**config.mk**
```make
export PLATFORM = sky130hd
export DESIGN_NAME = pll_reconfig_drp_flat
export DESIGN_NICKNAME = d
export VERILOG_FILES = /design/src/rtl/pll_reconfig_pkg.sv /design/src/rtl/pll_reconfig_drp_if.sv /design/src/rtl/pll_reconfig_table.sv /design/src/rtl/pll_reconfig_drp.sv /design/src/flat_wrapper.sv
export SDC_FILE = /design/constraint.sdc
export NUM_CORES = 1
export LEC_CHECK = 0
export ABC_AREA = 1
export BUFFER_PORTS_ARGS = -buffer_cell sky130_fd_sc_hd__buf_2
export CORE_MARGIN = 1
export CORE_UTILIZATION = 50
export DETAILED_ROUTE_END_ITERATION = 16
export GPL_TIMING_DRIVEN = 0
export PLACE_DENSITY = 0.69
export SLEW_MARGIN = 20
export SYNTH_ARGS = -nofsm -noshare
export SYNTH_HDL_FRONTEND = slang
export SYNTH_HIERARCHICAL = 1
export SYNTH_SLANG_ARGS = --single-unit
```
**constraint.sdc**
```tcl
create_clock -name clk -period 23.7 [get_ports clk]
set_input_delay 1.185 -clock clk [delete_from_list [all_inputs] [get_ports clk]]
set_output_delay 1.185 -clock clk [all_outputs]
set_load 0.01 [all_outputs]
```
**src/rtl/pll_reconfig_pkg.sv**
```systemverilog
// Shared types and DRP bus bit positions for the PLL reconfiguration block.
package pll_reconfig_pkg;

  typedef enum logic [3:0] {
    ST_IDLE,
    ST_RST_ON,
    ST_RD,
    ST_RD_WAIT,
    ST_WR,
    ST_WR_WAIT,
    ST_NEXT,
    ST_RST_OFF,
    ST_LOCK_WAIT
  } state_e;

  // reconfig_to_pll fields
  localparam int unsigned DI_LSB    = 0;
  localparam int unsigned DI_MSB    = 15;
  localparam int unsigned DADDR_LSB = 16;
  localparam int unsigned DADDR_MSB = 22;
  localparam int unsigned DEN_BIT   = 23;
  localparam int unsigned DWE_BIT   = 24;
  localparam int unsigned RST_BIT   = 25;
  localparam int unsigned DCLK_BIT  = 26;

  // reconfig_from_pll fields
  localparam int unsigned DO_LSB     = 0;
  localparam int unsigned DO_MSB     = 15;
  localparam int unsigned DRDY_BIT   = 16;
  localparam int unsigned LOCKED_BIT = 17;

  // One read-modify-write table entry (39 bits)
  typedef struct packed {
    logic [6:0]  addr;
    logic [15:0] mask;
    logic [15:0] data;
  } entry_t;

  // Mask bit = 1 keeps the current register bit, 0 takes the new data bit
  function automatic logic [15:0] merge_bits(input logic [15:0] cur,
                                             input logic [15:0] mask,
                                             input logic [15:0] data);
    return (cur & mask) | (data & ~mask);
  endfunction

endpackage

```
**src/rtl/pll_reconfig_drp_if.sv**
```systemverilog
// Configuration, control/status and DRP bus signals of pll_reconfig_drp.
interface pll_reconfig_drp_if;
  logic        cfg_we;
  logic [2:0]  cfg_idx;
  logic [6:0]  cfg_addr;
  logic [15:0] cfg_mask;
  logic [15:0] cfg_data;
  logic [3:0]  cfg_count;
  logic        start;
  logic        busy;
  logic        done;
  logic        error;
  logic [63:0] reconfig_to_pll;
  logic [63:0] reconfig_from_pll;

  modport master (
    output cfg_we, cfg_idx, cfg_addr, cfg_mask, cfg_data, cfg_count, start,
    output reconfig_from_pll,
    input  busy, done, error, reconfig_to_pll
  );

  modport slave (
    input  cfg_we, cfg_idx, cfg_addr, cfg_mask, cfg_data, cfg_count, start,
    input  reconfig_from_pll,
    output busy, done, error, reconfig_to_pll
  );
endinterface

```
**src/rtl/pll_reconfig_table.sv**
```systemverilog
// Register file of read-modify-write entries: one write port, one async read port.
module pll_reconfig_table
  import pll_reconfig_pkg::*;
#(
  parameter int unsigned NUM_REGS = 8
) (
  input  logic       clk,
  input  logic       rst,
  input  logic       we_i,
  input  logic [2:0] widx_i,
  input  entry_t     wentry_i,
  input  logic [2:0] ridx_i,
  output entry_t     rentry_o
);

  entry_t mem_q [NUM_REGS];

  // Entry storage, cleared on reset; out-of-range writes are dropped
  always_ff @(posedge clk or posedge rst) begin
    if (rst) begin
      for (int unsigned i = 0; i < NUM_REGS; i++) begin
        mem_q[i] <= '0;
      end
    end else if (we_i && (32'(widx_i) < NUM_REGS)) begin
      mem_q[widx_i] <= wentry_i;
    end
  end

  assign rentry_o = (32'(ridx_i) < NUM_REGS) ? mem_q[ridx_i] : '0;

endmodule

```
**src/rtl/pll_reconfig_drp.sv**
```systemverilog
// MMCM/PLL DRP reconfiguration sequencer: holds the MMCM in reset, applies
// read-modify-write entries over DRP, releases reset and waits for lock.
module pll_reconfig_drp
  import pll_reconfig_pkg::*;
#(
  parameter int unsigned NUM_REGS     = 8,
  parameter int unsigned DRDY_TIMEOUT = 255,
  parameter int unsigned LOCK_TIMEOUT = 65535
) (
  input logic               clk,
  input logic               rst,
  pll_reconfig_drp_if.slave bus
);

  localparam int unsigned DTW       = $clog2(DRDY_TIMEOUT + 1);
  localparam int unsigned LTW       = $clog2(LOCK_TIMEOUT + 1);
  localparam logic [3:0]  MAX_COUNT = 4'(NUM_REGS);

  state_e          state_q, state_d;
  logic [3:0]      idx_q, idx_d;
  logic [3:0]      count_q, count_d;
  logic [15:0]     do_q, do_d;
  logic [DTW-1:0]  drdy_tmr_q, drdy_tmr_d;
  logic [LTW-1:0]  lock_tmr_q, lock_tmr_d;
  logic            error_q, error_d;
  logic            done_q, done_d;

  entry_t          wentry;
  entry_t          cur_entry;
  logic            tbl_we;
  logic            drdy;
  logic            locked;
  logic [15:0]     drp_do;
  logic            den;
  logic            dwe;
  logic            mmcm_rst;
  logic [63:0]     pll_out;
  logic            unused_from_pll;

  assign drp_do          = bus.reconfig_from_pll[DO_MSB:DO_LSB];
  assign drdy            = bus.reconfig_from_pll[DRDY_BIT];
  assign locked          = bus.reconfig_from_pll[LOCKED_BIT];
  assign unused_from_pll = ^bus.reconfig_from_pll[63:18];

  // Table writes only land while idle, so an entry can never change mid-sequence
  assign tbl_we = bus.cfg_we && (state_q == ST_IDLE);
  assign wentry = '{addr: bus.cfg_addr, mask: bus.cfg_mask, data: bus.cfg_data};

  pll_reconfig_table #(
    .NUM_REGS (NUM_REGS)
  ) u_table (
    .clk      (clk),
    .rst      (rst),
    .we_i     (tbl_we),
    .widx_i   (bus.cfg_idx),
    .wentry_i (wentry),
    .ridx_i   (idx_q[2:0]),
    .rentry_o (cur_entry)
  );

  // State and datapath registers
  always_ff @(posedge clk or posedge rst) begin
    if (rst) begin
      state_q    <= ST_IDLE;
      idx_q      <= '0;
      count_q    <= '0;
      do_q       <= '0;
      drdy_tmr_q <= '0;
      lock_tmr_q <= '0;
      error_q    <= 1'b0;
      done_q     <= 1'b0;
    end else begin
      state_q    <= state_d;
      idx_q      <= idx_d;
      count_q    <= count_d;
      do_q       <= do_d;
      drdy_tmr_q <= drdy_tmr_d;
      lock_tmr_q <= lock_tmr_d;
      error_q    <= error_d;
      done_q     <= done_d;
    end
  end

  // Next-state logic, DRDY/lock timers and sticky error
  always_comb begin
    state_d    = state_q;
    idx_d      = idx_q;
    count_d    = count_q;
    do_d       = do_q;
    drdy_tmr_d = drdy_tmr_q;
    lock_tmr_d = lock_tmr_q;
    error_d    = error_q;
    done_d     = 1'b0;
    unique case (state_q)
      ST_IDLE: begin
        if (bus.start) begin
          count_d = (bus.cfg_count > MAX_COUNT) ? MAX_COUNT : bus.cfg_count;
          error_d = 1'b0;
          idx_d   = '0;
          state_d = ST_RST_ON;
        end
      end
      // A zero count still passes through here so the MMCM gets one reset pulse
      ST_RST_ON: begin
        idx_d   = '0;
        state_d = (count_q == '0) ? ST_RST_OFF : ST_RD;
      end
      ST_RD: begin
        drdy_tmr_d = '0;
        state_d    = ST_RD_WAIT;
      end
      ST_RD_WAIT: begin
        if (drdy) begin
          do_d    = drp_do;
          state_d = ST_WR;
        end else if (drdy_tmr_q == DTW'(DRDY_TIMEOUT - 1)) begin
          error_d = 1'b1;
          state_d = ST_RST_OFF;
        end else begin
          drdy_tmr_d = drdy_tmr_q + 1'b1;
        end
      end
      ST_WR: begin
        drdy_tmr_d = '0;
        state_d    = ST_WR_WAIT;
      end
      ST_WR_WAIT: begin
        if (drdy) begin
          state_d = ST_NEXT;
        end else if (drdy_tmr_q == DTW'(DRDY_TIMEOUT - 1)) begin
          error_d = 1'b1;
          state_d = ST_RST_OFF;
        end else begin
          drdy_tmr_d = drdy_tmr_q + 1'b1;
        end
      end
      ST_NEXT: begin
        idx_d   = idx_q + 4'd1;
        state_d = ((idx_q + 4'd1) == count_q) ? ST_RST_OFF : ST_RD;
      end
      ST_RST_OFF: begin
        lock_tmr_d = '0;
        state_d    = ST_LOCK_WAIT;
      end
      ST_LOCK_WAIT: begin
        if (locked) begin
          done_d  = !error_q;
          state_d = ST_IDLE;
        end else if (lock_tmr_q == LTW'(LOCK_TIMEOUT - 1)) begin
          error_d = 1'b1;
          state_d = ST_IDLE;
        end else begin
          lock_tmr_d = lock_tmr_q + 1'b1;
        end
      end
      default: state_d = ST_IDLE;
    endcase
  end

  // DRP bus drive: address/data/write-enable are zero unless DEN is high
  always_comb begin
    den      = (state_q == ST_RD) || (state_q == ST_WR);
    dwe      = (state_q == ST_WR);
    mmcm_rst = (state_q == ST_RST_ON)  || (state_q == ST_RD) ||
               (state_q == ST_RD_WAIT) || (state_q == ST_WR) ||
               (state_q == ST_WR_WAIT) || (state_q == ST_NEXT);
    pll_out          = '0;
    pll_out[RST_BIT] = mmcm_rst;
    if (den) begin
      pll_out[DADDR_MSB:DADDR_LSB] = cur_entry.addr;
      pll_out[DEN_BIT]             = 1'b1;
      pll_out[DWE_BIT]             = dwe;
      if (dwe) begin
        pll_out[DI_MSB:DI_LSB] = merge_bits(do_q, cur_entry.mask, cur_entry.data);
      end
    end
  end

  assign bus.reconfig_to_pll = pll_out | (64'(clk) << DCLK_BIT);
  assign bus.busy            = (state_q != ST_IDLE);
  assign bus.done            = done_q;
  assign bus.error           = error_q;

endmodule

```
**src/flat_wrapper.sv**
```systemverilog
// flat-port wrapper written by rule: the top's interface ports become plain ports
module pll_reconfig_drp_flat import pll_reconfig_pkg::*;
#(
  parameter int unsigned NUM_REGS     = 8,
  parameter int unsigned DRDY_TIMEOUT = 255,
  parameter int unsigned LOCK_TIMEOUT = 65535
)
  (clk, rst, bus_cfg_we, bus_cfg_idx, bus_cfg_addr, bus_cfg_mask, bus_cfg_data, bus_cfg_count, bus_start, bus_reconfig_from_pll, bus_busy, bus_done, bus_error, bus_reconfig_to_pll);
  pll_reconfig_drp_if bus_i ();
  input logic clk;
  input logic rst;
  input wire logic [$bits(bus_i.cfg_we)-1:0] bus_cfg_we;
  input wire logic [$bits(bus_i.cfg_idx)-1:0] bus_cfg_idx;
  input wire logic [$bits(bus_i.cfg_addr)-1:0] bus_cfg_addr;
  input wire logic [$bits(bus_i.cfg_mask)-1:0] bus_cfg_mask;
  input wire logic [$bits(bus_i.cfg_data)-1:0] bus_cfg_data;
  input wire logic [$bits(bus_i.cfg_count)-1:0] bus_cfg_count;
  input wire logic [$bits(bus_i.start)-1:0] bus_start;
  input wire logic [$bits(bus_i.reconfig_from_pll)-1:0] bus_reconfig_from_pll;
  output wire logic [$bits(bus_i.busy)-1:0] bus_busy;
  output wire logic [$bits(bus_i.done)-1:0] bus_done;
  output wire logic [$bits(bus_i.error)-1:0] bus_error;
  output wire logic [$bits(bus_i.reconfig_to_pll)-1:0] bus_reconfig_to_pll;
  assign bus_i.cfg_we = bus_cfg_we;
  assign bus_i.cfg_idx = bus_cfg_idx;
  assign bus_i.cfg_addr = bus_cfg_addr;
  assign bus_i.cfg_mask = bus_cfg_mask;
  assign bus_i.cfg_data = bus_cfg_data;
  assign bus_i.cfg_count = bus_cfg_count;
  assign bus_i.start = bus_start;
  assign bus_i.reconfig_from_pll = bus_reconfig_from_pll;
  assign bus_busy = bus_i.busy;
  assign bus_done = bus_i.done;
  assign bus_error = bus_i.error;
  assign bus_reconfig_to_pll = bus_i.reconfig_to_pll;
  pll_reconfig_drp #(.NUM_REGS(NUM_REGS), .DRDY_TIMEOUT(DRDY_TIMEOUT), .LOCK_TIMEOUT(LOCK_TIMEOUT)) u_core (.clk(clk), .rst(rst), .bus(bus_i));
endmodule
```
=== Yosys cells after proc, flatten, opt, wreduce, memory -nomap -nowiden ===
Index checks and enable logic that the tools add are counted.

* Bitwise logic cells: 7
* Mux-type cells: 34
* Reductions and logical operators: 25
* Order comparisons: 4
* Eq/ne operators: 19
* $add $sub $neg: 3

{| class="wikitable"
|+ Operators by type and width
! operator !! number
|-
| 312-bit bitwise mux || 1
|-
| 39-bit binary-select mux with 3-bit select || 1
|-
| 39-bit demux with 3-bit select || 1
|-
| 39-bit 2-to-1 mux || 3
|-
| 16-bit 2-to-1 mux || 3
|-
| 4-bit one-hot mux with 9 select lines || 1
|-
| 16-bit AND || 2
|-
| 4-bit 2-to-1 mux || 8
|-
| 16-bit one-hot mux with 2 select lines || 1
|-
| 26-bit by 27-bit OR with 27-bit output || 1
|-
| 25-bit 2-to-1 mux || 1
|-
| 16-bit by 1-bit adder with 16-bit output, second input constant || 1
|-
| 16-bit == test, second input constant || 1
|-
| 4-bit by 3-bit == test with 1-bit output, second input constant || 4
|-
| 8-bit 2-to-1 mux || 2
|-
| 16-bit NOT || 1
|-
| 16-bit OR || 1
|-
| 8-bit one-hot mux with 2 select lines || 1
|-
| 4-bit one-hot mux with 3 select lines || 1
|-
| 2-bit != test, second input constant || 5
|-
| 8-bit by 1-bit adder with 8-bit output, second input constant || 1
|-
| 4-bit by 2-bit == test with 1-bit output, second input constant || 2
|-
| 8-bit == test, second input constant || 1
|-
| 4-bit greater-or-equal comparator, second input constant || 2
|-
| 23 further kinds || 46
|}

* Input port bits: 114
* Register bits after elaboration: 366
* Logic and storage cells: 124

=== Logic depth before layout (Yosys ltp) ===
Gate-level depths: netlist of run 1.

* Depth after elaboration: 10
* Depth in mapped cells: 12
* Gate-level depth less buffers: 11

=== Cells and area by module ===
Netlist of run 1, hierarchy kept.

{| class="wikitable"
|+ By module, submodules not included
! module !! area each (µm²) !! seq. area each (µm²) !! instances !! cells an instance
|-
| pll_reconfig_table || 15309.7 || 7807.5 || 1 || 2094
|-
| pll_reconfig_drp || 3639.7 || 1351.3 || 1 || 471
|}

==> results of run 1 <==
kinds of logic (layout without fill, tap and decap cells):
family                   after synthesis  after routing
AO/OA/AOI/OAI                        338            338
XOR/XNOR                              15             15
multiplexers                          32             32
adder cells (fa/ha/maj)                5              5
buffers and inverters                569            745
flip-flops                           366            366
AND/OR/NAND/NOR                     1239           1239
other                                  1             38
layer usage:
layer	global-route usage, %	part of all wire, %	wire length, um	up-vias
met5	0	0	0	-
met2	46.73	44	25740	743
met4	14.10	4.4	2583	0
met3	6.622	9.2	5354	158
met1	42.28	42	24530	8152
li1	-	-	-	8139
worst max-delay path, cell delays in order:
cell and delay [ns]:
clkbuf_16 0.12, clkbuf_16 0.13, buf_4 0.11, buf_2 0.12
flip-flops by register name, summed over array words and instances, names as in the netlist:
register,cells
u_core/idx_q,4
u_core/count_q,4
u_core/drdy_tmr_q,8
u_core/state_q,4
u_core/lock_tmr_q,16
u_core/bus.error,1
u_core/bus.done,1
u_core/u_table/mem_q,312
u_core/do_q,16
metrics by stage:
stage	std cells	hold slack [ns]	area (sq um)	setup slack (ns)	utilization [%]
after floorplan	2601	0.4530	19080	10.55	-
after global placement	3202	0.4296	20200	10.35	54.65
after detailed placement	3206	0.4360	20310	10.44	54.96
after CTS	3281	0.4423	21720	10.17	58.75
after global routing	3282	0.4559	21720	10.17	58.76
final	3282	0.4418	21720	10.18	58.76
final cells by class:
cell class / instances / area (sq um) / area share (%)
Clock inverter: 18 / 172.7 / 0.7950
Sequential cell: 366 / 9159 / 42.17
Clock buffer: 58 / 1235 / 5.686
Antenna cell: 1 / 2.502 / 0.01152
Multi-Input combinational cell: 1666 / 7432 / 34.22
Tap cell: 504 / 630.6 / 2.904
Buffer: 169 / 992.2 / 4.569
Inverter: 400 / 1511 / 6.959
Timing Repair Buffer: 100 / 583.1 / 2.685
worst paths after layout:
path                       cells after the start  slack (ns)                       end
max in group asynchronous                      5       21.49  u_core/u_table/mem_q[43]
min in group asynchronous                      2        0.50           u_core/do_q[10]
hold reg to reg                                1        0.44           u_core/bus.done
setup / recovery                               4       10.18   bus_reconfig_to_pll[26]
hold / removal                                 1        0.44           u_core/bus.done
setup reg to reg                               7       21.03  u_core/u_table/mem_q[16]
power by group:
part / leakage [uW] / switching, uW / total [uW] / internal, uW
clock network: 0.000704 / 264 / 664 / 399
logic: 0.00616 / 625 / 953 / 328
registers: 0.00470 / 121 / 975 / 854
total: 0.0116 / 1010 / 2590 / 1580
cell usage in the layout (no fill, tap or decap), types with 4 or more instances in the layout:
cell       synthesis  layout
buf_4             46      46
buf_1              4       4
buf_2             45     142
xnor2_1            5       5
dfrtp_1          366     366
clkbuf_1          56      61
mux2_1            10      10
nand3_1          191     191
o21ai_0          269     269
a21oi_1            4       4
ha_1               5       5
nand4_1            9       9
buf_6             17      17
xor2_1            10      10
o21bai_1           4       4
nor2_1            76      76
conb_1             1      37
clkbuf_8           0       8
clkbuf_16          0      44
nand2_2           11      11
clkinv_2           0      12
mux2_2             6       6
inv_2             11      11
mux2i_1           16      16
o21ai_1           55      55
inv_1            389     387
nand2_1          934     934
==> results_dict.tcl, run 1 <==
set metrics [dict create \
    grt_pass1_vias 16320 \
    antenna_left 0 \
    slew_headroom_pct 42.32 \
    synth_ff_type "dfrtp_1" \
    synth_most_common_cell "nand2_1" \
    synth_compound_area_share_pct 9.066 \
    cp-end-kind "output port" \
    dieWidth_um 196.7 \
    yosys.area_share.xor_xnor_pct 0.6933 \
    synth_top_family_by_area "simple AND/OR/NAND/NOR gates" \
    synth_fa_ha_area_share_pct 0.3301 \
    syn_to_final_growth_pct 14.61 \
    synthDistinctLibCells 39 \
    first_pass_iters 5 \
    finalHoldViolCount 0 \
    clkTransAtPathRegs_ns 0.06 \
    worstPathArrival_ns 12.34 \
    maxSlewViolCount 0 \
    setup_violations 0 \
    p_total_uw 2591 \
    critPathLaunch "clk" \
    critPathKind "clock port to output port" \
    yosys.area_share.simple_pct 26.60 \
    async_flop_share_pct 100.0 \
    synth_edf_count 0 \
    power.density_nw_per_um2 119.3 \
    status "completed" \
    start_kind "clock port" \
    grt_max_degree 103 \
    wl_per_cell_um 17.74 \
    ir_drop_uv 66.63 \
    tightestPinTransition_ns 0.8651 \
    min_path_type "flop to flop" \
    postCtsSetupBuffers 0 \
    cts_tree "done" \
    core_area_sq_um 36960 \
    synth_common_cells "nand2_1 (934), inv_1 (389), dfrtp_1 (366), o21ai_0 (269), nand3_1 (191)" \
    synth_area_leaders "dfrtp_1 (48%), nand2_1 (19%), inv_1 (7.7%)" \
    clk_latency_ns 0.67 \
    skew_ns 0.009632 \
    nFillCells 3478 \
    path_max_fanout 2 \
    finalWirelength_um 58220 \
    track_usage_pct 30.77 \
    io_buffers 97 \
    synthCells 2565 \
    netlist_area_sq_um 18950 \
    fin_tns_setup_ns 0 \
    yosysTopAreaCell "dfrtp_1" \
    drive_above_1_share_pct 11.67 \
    antenna_found_initial 1 \
    p_leak_uw 0.01156 \
    num_io_pins 181 \
    grt_first_pass_wirelength_um 90790 \
    yosysWarnings 6 \
    grt_setup_unrepaired "no" \
    synth_area_per_cell_sq_um 7.388 \
    ctsHoldBuffers 0 \
    vias_per_cell 5.238 \
    min_from "u_core/bus.error" \
    worstReg2RegStart "u_core/state_q[1]" \
    die_h_um 196.7 \
    synth_seq_cells 366 \
    row_count 70 \
    vias 17190 \
    gp_congestion 0.8920 \
    drv_cap 0 \
    drc 0 \
    grt_overflow_total 0 \
    post_cts_resize_count 0 \
    seq_area_frac_synth_pct 48.33 \
    final_nets 2867 \
    synth_top_cell_area_share_pct 48.33 \
    die-area_sq_um 38680 \
    drtIter0Drc 1764 \
    synthMuxAreaShare_pct 1.796 \
    hpwl_um 40050 \
    cp_data_required_time_ns 22.51 \
    start_util_pct 51.27 \
]
Power figures use the tool's default switching activity.
==> inputs of run 2 (changes only) <==
PLACE_DENSITY = 0.72   (was 0.69)
clock period = 12.04 ns   (was 23.7 ns; I/O delays follow)
==> results_dict.tcl, run 2 (same netlist as run 1, synthesis figures left out) <==
set metrics [dict create \
    dp_worst_setup_slack_ns 5.192 \
    grt_first_pass_wirelength_um 91090 \
    cpMostUsedCell "clkbuf_16" \
    final_common_cell "nand2_1" \
    path_cells "clkbuf_16 -> clkbuf_16 -> buf_4 -> buf_2" \
    clk_latency_ns 0.68 \
    grt_pass1_vias 16560 \
    postCtsSetupBuffers 0 \
    cp.buffers_inverters 4 \
    crit_family "buffers and inverters" \
    cp_slowest_cell "clkbuf_16" \
    start_kind "clock port" \
    grt_overflow_total 0 \
    vias_per_cell 5.228 \
    worstPathArrival_ns 6.51 \
    post_cts_resize_count 0 \
    hold_ws_ns 0.1323 \
    first_pass_iters 9 \
    skew_ns 0.01513 \
    status "completed" \
    drive_above_1_share_pct 11.38 \
    grt_util_met1_pct 40.12 \
    path_max_fanout 2 \
    dieWidth_um 196.7 \
    grt_setup_unrepaired "no" \
    grt_use_met2_pct 48.31 \
    row_count 70 \
    hpwl_um 39750 \
    drtIter0Drc 1619 \
    critPathKind "clock port to output port" \
    grt-busiest-layer "met2" \
    wl_per_cell_um 17.63 \
    min_path_type "input port to flop" \
    cp_data_required_time_ns 11.44 \
    num_io_pins 181 \
    antenna_left 0 \
    drv_cap 0 \
    placed_cell_area_sq_um 20310 \
    maxSlewViolCount 0 \
    fin_tns_setup_ns 0 \
    die-area_sq_um 38680 \
    track_usage_pct 30.77 \
    slew_headroom_pct 42.44 \
    p_leak_uw 0.01155 \
    cts_tree "done" \
    final_nets 2868 \
    syn_to_final_growth_pct 14.50 \
    start_util_pct 51.27 \
    core_area_sq_um 36960 \
    grt_max_degree 107 \
    io_buffers 97 \
    drc 0 \
    met3_usage_pct 7.238 \
    die_h_um 196.7 \
    clkTransAtPathRegs_ns 0.06 \
    utilization_pct 58.70 \
    tightestPinTransition_ns 0.8634 \
    setup_violations 0 \
    largest_register "u_core/u_table/mem_q" \
    fin_area_sq_um 21700 \
    slowest_delay_ns 0.13 \
    power.density_nw_per_um2 234.4 \
    cp-end-kind "output port" \
    finalWirelength_um 57830 \
    gp_congestion 0.9069 \
    largest_reg_flops 312 \
    ctsHoldBuffers 1 \
    layout_setup_ws_ns 4.932 \
    vias 17150 \
    ir_drop_uv 121.3 \
    final_cell_mix "nand2_1 (934), inv_1 (387), dfrtp_1 (366)" \
    diodes 0 \
    largestRegisters "u_core/u_table/mem_q: 312 flops, u_core/do_q: 16 flops, u_core/lock_tmr_q: 16 flops" \
    antenna_found_initial 0 \
    finalHoldViolCount 0 \
]
[run 2: per-layer routing]
metal,vias to the layer above,part of all wire (%)
met2,735,46
met1,8118,41
met4,0,4.5
li1,8147,-
met3,147,9.0
met5,-,0
[run 2: power by group]
part           switching [uW]  leakage (uW)  total [uW]  internal [uW]
clock network             515      0.000689        1290            774
registers                 242       0.00470        1920           1680
logic                    1230       0.00616        1870            645
total                    1990        0.0115        5090           3100
[run 2: per-stage QoR]
stage | power (uW) | cells
2_1_floorplan | 3200 | 2601
4_1_cts | 5077 | 3280
5_1_grt | 5450 | 3280
3_5_place_dp | 3776 | 3206
6_report | 5086 | 3280
3_3_place_gp | 3702 | 3202
[run 2: area by class of cell]
type	instances	area, sq um
buffer	169	992.2
clock buffer	63	1266
clock inverter	11	112.6
fill	3453	15260
inverter	400	1511
multi-input combinational	1666	7432
sequential	366	9159
tap	504	630.6
timing repair buffer	101	593.1
[run 2: final timing paths]
check	from	to	slack, ns	cells past startpoint
max	clk	bus_reconfig_to_pll[26]	4.93	4
min	bus_reconfig_from_pll[2]	u_core/do_q[2]	0.13	2
max reg2reg	u_core/state_q[1]	u_core/u_table/mem_q[7]	9.39	7
min reg2reg	u_core/u_table/mem_q[56]	u_core/u_table/mem_q[56]	0.48	2
max in group asynchronous	rst	u_core/u_table/mem_q[306]	10.39	5
min in group asynchronous	rst	u_core/do_q[14]	0.51	3
==> inputs of run 3 (changes only) <==
clock period = 6.5 ns   (was 12.04 ns; I/O delays follow)
==> results_dict.tcl, run 3 (same netlist as run 1, synthesis figures left out) <==
set metrics [dict create \
    multiInputGateArea_sq_um 7432 \
    die_h_um 196.7 \
    slowest_delay_ns 0.13 \
    cts_tree "done" \
    ir_drop_uv 259.1 \
    grt_first_pass_wirelength_um 92430 \
    maxSlewViolCount 0 \
    clkTransAtPathRegs_ns 0.06 \
    tightestPinTransition_ns 0.7949 \
    cp_data_required_time_ns 6.17 \
    post_cts_resize_count 0 \
    cp-end-kind "output port" \
    dr_wl_met3_um 5470 \
    min_path_type "input port to flop" \
    final_nets 2936 \
    seq_area_sq_um 9159 \
    r2r_end "u_core/u_table/mem_q[16]" \
    drive_above_1_share_pct 11.62 \
    finalHoldViolCount 0 \
    start_kind "clock port" \
    highest_layer "met4" \
    vias_per_cell 5.219 \
    syn_to_final_growth_pct 18.77 \
    gp_congestion 0.9003 \
    wl_per_cell_um 17.54 \
    critPathKind "clock port to output port" \
    clk_latency_ns 0.67 \
    cp.buffers_inverters 4 \
    core_area_sq_um 36960 \
    fin_tns_setup_ns 0 \
    io_buffers 97 \
    status "completed" \
    largest_reg_flops 312 \
    hold_depth 3 \
    postCtsSetupBuffers 0 \
    largestRegisters "u_core/u_table/mem_q: 312 flops, u_core/do_q: 16 flops, u_core/lock_tmr_q: 16 flops" \
    path_cells "clkbuf_16 -> clkbuf_16 -> buf_4 -> buf_2" \
    cp_slowest_cell "clkbuf_16" \
    wl_met1_um 23890 \
    dp_worst_setup_slack_ns 2.699 \
    wl_met2_um 26920 \
    track_usage_pct 31.12 \
    layout_setup_ws_ns 2.440 \
    dieWidth_um 196.7 \
    ff2ff_path_depth 7 \
    slew_headroom_pct 47.01 \
    r2r_slack_ns 3.82 \
    diodes 0 \
    antenna_found_initial 0 \
    row_count 70 \
    drc 0 \
    nFillCells 3333 \
    final_cell_mix "nand2_1 (934), inv_1 (387), dfrtp_1 (366)" \
    skew_ns 0.01156 \
    start_util_pct 51.27 \
    largest_register "u_core/u_table/mem_q" \
    first_pass_iters 7 \
    drv_cap 0 \
    antenna_left 0 \
    ctsHoldBuffers 62 \
    min_from "bus_cfg_count[3]" \
    num_io_pins 181 \
    setup_violations 0 \
    hpwl_um 40320 \
    worstPathArrival_ns 3.73 \
    path_max_fanout 2 \
    grt_pass1_vias 16850 \
    min_to "u_core/count_q[2]" \
    grt_max_degree 55 \
    finalWirelength_um 58810 \
    cpMostUsedCell "clkbuf_16" \
    crit_family "buffers and inverters" \
    final_common_cell "nand2_1" \
    power.density_nw_per_um2 425.2 \
    p_leak_uw 0.01190 \
    grt_setup_unrepaired "no" \
    vias 17490 \
    worstReg2RegStart "u_core/state_q[1]" \
    die-area_sq_um 38680 \
    grt_overflow_total 0 \
    drtIter0Drc 1758 \
]
==> run 3: per-stage QoR <==
stage / area (sq um) / cells / util, % / hold WS, ns / power, uW
6_report: 22510 / 3352 / 60.89 / 0.03471 / 9570
5_1_grt: 22510 / 3352 / 60.89 / 0.03221 / 10230
4_1_cts: 22510 / 3352 / 60.89 / 0.006822 / 9542
3_5_place_dp: 20430 / 3213 / 55.29 / 0.3595 / 7000
3_3_place_gp: 20200 / 3202 / 54.66 / 0.4454 / 6847
2_1_floorplan: 19090 / 2601 / - / 0.4168 / 5928
==> run 3: worst max path at each step <==
| stage | start | to | slack [ns] | cells past startpoint |
|---|---|---|---|---|
| 2_1_floorplan | rst | u_core/u_table/mem_q[0] | 2.02 | 1 |
| 3_3_place_gp | rst | u_core/u_table/mem_q[306] | 0.14 | 2 |
| 3_5_place_dp | clk | bus_reconfig_to_pll[26] | 2.70 | 2 |
| 4_1_cts | clk | bus_reconfig_to_pll[26] | 2.44 | 4 |
| 5_1_grt | clk | bus_reconfig_to_pll[26] | 2.43 | 4 |
| 6_report | clk | bus_reconfig_to_pll[26] | 2.44 | 4 |
==> run 3: cell type report <==
type / instances / share of cell area [%]
sequential: 366 / 40.69
multi-input combinational: 1666 / 33.02
inverter: 400 / 6.699
timing repair buffer: 169 / 5.904
clock buffer: 62 / 5.743
buffer: 169 / 4.408
tap: 504 / 2.802
clock inverter: 16 / 0.7283
==> run 3: power by group <==
| part | internal, uW | total (uW) | leakage, uW | switching [uW] |
|---|---|---|---|---|
| combinational | 1230 | 3520 | 0.00647 | 2290 |
| sequential | 3110 | 3570 | 0.00470 | 451 |
| clock | 1510 | 2480 | 0.000728 | 974 |
==> run 3: tightest hold or removal path: cells and delay by family <==
| kind | cells | cell delay [ns] |
|---|---|---|
| AND/OR/NAND/NOR | 1 | 0.16 |
| AO/OA/AOI/OAI | 1 | 0.10 |
| buffers and inverters | 1 | 0.07 |
==> run 3: routing by layer <==
| layer | GRT usage (%) | vias up |
|---|---|---|
| li1 | - | 8281 |
| met1 | 40.92 | 8243 |
| met2 | 48.96 | 800 |
| met3 | 6.451 | 169 |
| met4 | 15.70 | 0 |
| met5 | 0 | - |
